## src/rtl/capture_controller.sv

```systemverilog
`timescale 1ns/1ps
// Still-capture sequencer between the zoom crop output and the JPEG encoder.
// Gates exactly one clean frame, counts encoder bytes and reports size/status.
module capture_controller #(
  parameter int BUFFER_BYTES   = 40000,
  parameter int EXPECTED_LINES = 200,
  parameter int TIMEOUT_CYCLES = 2097152
) (
  input  logic        clock_in,
  input  logic        reset_n_in,
  input  logic        start_capture_in,
  input  logic        abort_in,
  input  logic        frame_valid_in,
  input  logic        line_valid_in,
  output logic        frame_valid_out,
  output logic        line_valid_out,
  output logic        encoder_start_out,
  input  logic        encoder_write_in,
  input  logic        encoder_done_in,
  output logic [15:0] bytes_available_out,
  output logic        busy_out,
  output logic        done_out,
  output logic        overflow_out,
  output logic        short_frame_out,
  output logic        timeout_out,
  output logic [2:0]  state_out
);

  localparam int TW = (TIMEOUT_CYCLES > 1) ? $clog2(TIMEOUT_CYCLES) : 1;
  localparam logic [15:0]   BUF_MAX   = 16'(BUFFER_BYTES);
  localparam logic [11:0]   LINES_EXP = 12'(EXPECTED_LINES);
  localparam logic [TW-1:0] TO_LAST   = TW'(TIMEOUT_CYCLES - 1);

  typedef enum logic [2:0] {
    IDLE    = 3'd0,
    ARM     = 3'd1,
    CAPTURE = 3'd2,
    ENCODE  = 3'd3,
    DONE    = 3'd4,
    ERROR   = 3'd5
  } state_t;

  state_t        state;
  logic          start_prev;
  logic          lv_prev;
  logic          seen_fv;
  logic [15:0]   byte_count;
  logic [11:0]   line_count;
  logic [TW-1:0] timeout_count;

  logic          start_edge;
  logic          gate;
  logic          counting;
  logic          lv_fall;
  logic [15:0]   byte_count_next;

  assign start_edge = start_capture_in & ~start_prev;
  assign gate       = (state == CAPTURE);
  assign counting   = (state == CAPTURE) || (state == ENCODE);
  assign lv_fall    = lv_prev & ~line_valid_in & frame_valid_in;

  // Next byte count includes a write landing in the same cycle as encoder done.
  assign byte_count_next = (counting && encoder_write_in && (byte_count != BUF_MAX))
                           ? byte_count + 16'd1 : byte_count;

  assign frame_valid_out = frame_valid_in & gate;
  assign line_valid_out  = line_valid_in & gate;
  assign state_out       = state;
  assign busy_out        = (state == ARM) || (state == CAPTURE) || (state == ENCODE);
  assign done_out        = (state == DONE);

  always_ff @(posedge clock_in or negedge reset_n_in) begin
    if (!reset_n_in) begin
      state               <= IDLE;
      start_prev          <= 1'b0;
      lv_prev             <= 1'b0;
      seen_fv             <= 1'b0;
      byte_count          <= '0;
      line_count          <= '0;
      timeout_count       <= '0;
      encoder_start_out   <= 1'b0;
      bytes_available_out <= '0;
      overflow_out        <= 1'b0;
      short_frame_out     <= 1'b0;
      timeout_out         <= 1'b0;
    end else begin
      start_prev        <= start_capture_in;
      lv_prev           <= line_valid_in;
      encoder_start_out <= 1'b0;
      if (abort_in) begin
        state               <= IDLE;
        seen_fv             <= 1'b0;
        byte_count          <= '0;
        line_count          <= '0;
        timeout_count       <= '0;
        bytes_available_out <= '0;
        overflow_out        <= 1'b0;
        short_frame_out     <= 1'b0;
        timeout_out         <= 1'b0;
      end else begin
        byte_count <= byte_count_next;
        if (counting && encoder_write_in && (byte_count == BUF_MAX))
          overflow_out <= 1'b1;
        case (state)
          IDLE, DONE, ERROR: begin
            if (start_edge) begin
              state               <= ARM;
              byte_count          <= '0;
              line_count          <= '0;
              timeout_count       <= '0;
              bytes_available_out <= '0;
              overflow_out        <= 1'b0;
              short_frame_out     <= 1'b0;
              timeout_out         <= 1'b0;
            end
          end
          // Waiting for frame valid low so the gated frame begins at its rising edge.
          ARM: begin
            if (!frame_valid_in) begin
              state             <= CAPTURE;
              encoder_start_out <= 1'b1;
              seen_fv           <= 1'b0;
              line_count        <= '0;
            end
          end
          CAPTURE: begin
            if (frame_valid_in)
              seen_fv <= 1'b1;
            if (lv_fall && (line_count != 12'hFFF))
              line_count <= line_count + 12'd1;
            if (seen_fv && !frame_valid_in) begin
              state           <= ENCODE;
              short_frame_out <= (line_count != LINES_EXP);
            end
          end
          ENCODE: begin
            timeout_count <= timeout_count + 1'b1;
            if (encoder_done_in) begin
              state               <= DONE;
              bytes_available_out <= byte_count_next;
            end else if (timeout_count == TO_LAST) begin
              state       <= ERROR;
              timeout_out <= 1'b1;
            end
          end
          default: state <= IDLE;
        endcase
      end
    end
  end

endmodule

```

## config.mk

```make
export PLATFORM = sky130hd
export DESIGN_NAME = capture_controller
export DESIGN_NICKNAME = d
export VERILOG_FILES = /design/src/rtl/capture_controller.sv
export SDC_FILE = /design/constraint.sdc
export NUM_CORES = 1
export LEC_CHECK = 0
export CORE_UTILIZATION = 40
export CTS_CLUSTER_DIAMETER = 200
export DETAILED_ROUTE_END_ITERATION = 6
export PLACE_DENSITY_LB_ADDON = 0.1
export SETUP_SLACK_MARGIN = 0.2
export SYNTH_ARGS = -nofsm -noshare
export SYNTH_HDL_FRONTEND = slang
export SYNTH_SLANG_ARGS = --single-unit
```

## constraint.sdc

```tcl
create_clock -name clock_in -period 4.2 [get_ports clock_in]
set_clock_uncertainty 0.1 [all_clocks]
set_input_delay 0.84 -clock clock_in [delete_from_list [all_inputs] [get_ports clock_in]]
set_output_delay 0.84 -clock clock_in [all_outputs]
set_load 0.02 [all_outputs]
```

# After elaboration in Yosys (flattened, before gate mapping)
# Cells that the tools add are included.
# classes
n_addsub	3
reduce_logical	22
mux	42
bitwise_logic	7
eq_ne	19
# op_table
operator	count
$mux W16	7
$mux W12	4
$mux W21	2
$pmux W21 S2	1
$pmux W12 S3	1
$pmux W16 S2	1
$add A21 B1 Y21 const B	1
$eq A21 B21 Y1 const B	1
$mux W3	6
$add A16 B1 Y16 const B	1
$eq A16 B16 Y1 const B	1
$mux W1	16
$ne A16 B16 Y1 const B	1
$add A12 B1 Y12 const B	1
$ne A12 B12 Y1 const B	1
$ne A12 B8 Y1 const B	1
$ne A3 B3 Y1 const B	4
$pmux W3 S4	1
$reduce_and A4 Y1	3
$ne A3 B1 Y1 const B	3
$reduce_and A3 Y1	3
$reduce_bool A3 Y1	3
$eq A3 B2 Y1 const B	2
$eq A3 B3 Y1 const B	2
13 further kinds	26
# totals
elab_cells	105
ff_bits	75
output_inout_bits	27
input_bits	8

# Longest topological paths before layout
# depth
ltp_word	8
ltp_mapped	8
mapped_depth_nobuf	7

# Worst setup path after synthesis
# Ideal clock, no wire load.
# synth_timing
path_kind	in2reg
start	in abort_in
end	reg line_count[3]
path_stages	5
t_required_ns	3.979
slack_ns	1.964
arrival_time_ns	2.015
n_path_buf	0
cell_sequence	nor4b_2 -> nand2_1 -> and3_4 -> and3_1 -> a22o_1
# synth_between
elab_chain_len	2
elab_cells_between_ends	6
# synth_rtl
element	line_no	text
from (decl)	12	input logic abort_in,
$ne A3 B1 Y1 (no line), or another cell as far along	--	
$reduce_and A4 Y1 (no line)	--	
to (signal assigned)	130	line_count <= line_count + 12'd1;
to (decl)	48	logic [11:0] line_count;
# Parallel ways exist; a longest one is shown, timed or not.
# A chain may end at the register's enable or synchronous reset.

# Worst setup path in the final report
# layout_timing
start	in frame_valid_in
end	out frame_valid_out
# layout_between
elab_chain_len	1
# layout_rtl
element	line_no	text
from (decl)	13	input logic frame_valid_in,
$and A1 B1 Y1	66	assign frame_valid_out = frame_valid_in & gate;
to (decl)	15	output logic frame_valid_out,
# No other way between the ends.

==> results_dict.tcl <==
set metrics [dict create \
    status "finished, final reports clean" \
    timing.final.max_slew_violations 0 \
    rsz0062_at_grt "false" \
    viasPerCell 5.355 \
    clkLatencyLatePin_ps 350 \
    rows 35 \
    die_x_um 100.1 \
    slowest_delay_ps 610 \
    cts.sinks 75 \
    critPathLaunchType "primary input" \
    yosys_warnings 0 \
    core_um2 9284 \
    finalSetupViolCount 0 \
    htree_levels 3 \
    fmax_mhz 313.5 \
    ys_seq_elements 75 \
    post_cts.repair.setup_buffers 0 \
    grt_pass1_vias 2965 \
    setup_slack_ps 1010 \
    synth-edff-count 0 \
    holdBufCountCts 0 \
    period_needed_ps 3190 \
    syn_avg_cell_area_um2 9.625 \
    finalCritPeriodShare_pct 75.94 \
    layout-drive-gt1-share_pct 6.713 \
    syn-num-nets 413 \
    hold_path.class "reg2reg" \
    clk_path_buf_depth 2 \
    peakVddDrop_mv 0.1665 \
    setup_tns_ps 0 \
    cts-resized-gates 0 \
    start_util_pct 41.47 \
    cp_data_required_time_ps 3260 \
    syn_inst 400 \
    cts_buffers 9 \
    synth_cell_types 56 \
    layout_common_cells "75 x dfrtp_1, 49 x nor2_1, 36 x nand2_1, 33 x clkdlybuf4s50_1, 32 x o21ai_0" \
    antenna_left 0 \
    cts_tree "done" \
    dieArea_um2 10020 \
    finalInstanceArea_um2 4498 \
    synthArstFlopShare_pct 100.0 \
    dpl_cell_area_um2 4274 \
    p_leak_uw 0.001872 \
    holdWs_ps 379.2 \
    drt_iter0_markers 116 \
    overflow 0 \
    io_buffers 34 \
    final_util_pct 48.45 \
    grt_antenna_before_repair 0 \
    grt_pass1_wl_mm 14.42 \
    slew_headroom_pct 36.46 \
    cp-end-kind "output pin" \
    wire_per_inst_um 14.69 \
    crit_path_max_fanout 8 \
    worst-setup-path-type "in2out" \
    place_congestion 0.8132 \
    layout_commonest_cell "dfrtp_1" \
    place_ws_ps 1015 \
    clk_pin_slew_ps 90 \
    grt_max_degree 76 \
    ys_seq_area_share_pct 48.75 \
    power_density_nw_per_um2 372.0 \
    dr.pass1.iters 6 \
    tightest_slew_ps 953.1 \
    io_pins 35 \
    root_buffer "clkbuf_8" \
    fp.dieH_um 100.1 \
    antenna_cells 0 \
    timing.critical_path.mode_cell "clkdlybuf4s50_1" \
    hold_viol 0 \
    path_cells "clkdlybuf4s50_1 -> and3_1 -> clkdlybuf4s50_1" \
    nets 440 \
    dp.final_hpwl_mm 5.424 \
    drc 0 \
    area_growth_pct 16.83 \
    synthFlopType "dfrtp_1" \
    wirelength_mm 8.243 \
    arrival_ps 2250 \
    synth_area_um2 3850 \
    fillers 903 \
    crit_slowest_cell "clkdlybuf4s50_1" \
    cap_violations 0 \
    route.vias.total 3004 \
    gr-usage-all-layers_pct 18.11 \
]
path summary, 6_finish.rpt:
path,startpoint,end,slack [ps],cells past startpoint
setup reg to reg,state_out[0],timeout_count[15],1810,5
max in group asynchronous,reset_n_in,timeout_count[11],2850,1
hold reg to reg,bytes_available_out[13],bytes_available_out[13],380,2
hold / removal,bytes_available_out[13],bytes_available_out[13],380,2
setup / recovery,frame_valid_in,frame_valid_out,1010,3
min in group asynchronous,reset_n_in,bytes_available_out[11],530,1
metal layers:
metal  wire, µm  global-route usage [%]  up-vias
met5          0                       0        -
li1           -                       -     1507
met1       4203                   25.08     1457
met4        110                   7.135        0
met3        205                   2.855       10
met2       3724                   28.59       30
cell families (layout without fill, tap and decap cells):
logic type | after synthesis | in the layout | share of synthesized area (%)
xor+xnor | 31 | 31 | 7.053
simple gates | 170 | 170 | 23.76
compound gates | 91 | 91 | 15.60
flops | 75 | 75 | 48.75
fa+ha+maj | 5 | 5 | 1.625
buf+inv | 28 | 60 | 3.217
synthesized netlist by cell type (3+ instances only):
master / n / area (µm²)
and3_1: 13 / 81.33
a22o_1: 3 / 26.28
clkbuf_1: 11 / 41.29
a22oi_1: 3 / 22.52
and2_1: 3 / 18.77
a21oi_1: 15 / 75.07
a21o_1: 4 / 30.03
o211ai_1: 6 / 45.04
inv_1: 7 / 26.28
o21ai_0: 32 / 160.2
nor3_1: 6 / 30.03
nor2_1: 49 / 183.9
nand2_1: 36 / 135.1
nor4b_1: 5 / 43.79
dfrtp_1: 75 / 1877
nand3b_1: 4 / 30.03
nand3_1: 11 / 55.05
xnor2_1: 3 / 26.28
o31ai_1: 4 / 30.03
ha_1: 5 / 62.56
buf_2: 8 / 40.04
o2111ai_1: 8 / 70.07
and4_1: 7 / 61.31
nor2b_1: 4 / 25.02
nand4_1: 15 / 93.84
nor4_1: 3 / 18.77
xor2_1: 28 / 245.2
area by class of cell:
class / count / area (µm²) / share of cell area [%]
clock inverters: 7 / 100.1 / 2.225
inverters: 7 / 26.28 / 0.5841
repair buffers: 37 / 360.3 / 8.011
multi-input cells: 297 / 1849 / 41.11
well taps: 129 / 161.4 / 3.588
flip-flops and latches: 75 / 1877 / 41.72
clock buffers: 9 / 123.9 / 2.754
worst max-delay path: cells and delay by family:
kind	cells	cell delay (ps)
buf+inv	2	1210
simple gates	1	190
power by group:
group,internal [µW],total (µW),switching (µW)
combinational,99.3,277,178
sequential,735,773,37.6
clock,338,623,285
flip-flops by register name, summed over array words and instances (netlist names):
| register | flops |
|---|---|
| timeout_count | 21 |
| start_prev | 1 |
| short_frame_out | 1 |
| lv_prev | 1 |
| seen_fv | 1 |
| encoder_start_out | 1 |
| byte_count | 16 |
| timeout_out | 1 |
| bytes_available_out | 16 |
| state_out | 3 |
| line_count | 12 |
| overflow_out | 1 |
stage by stage:
step / total power (µW) / instances
4_1_cts: 1699 / 561
3_5_place_dp: 1069 / 545
3_3_place_gp: 1066 / 545
5_1_grt: 1767 / 561
2_1_floorplan: 974.7 / 400
6_report: 1673 / 561
(Power assumes the default switching activity.)
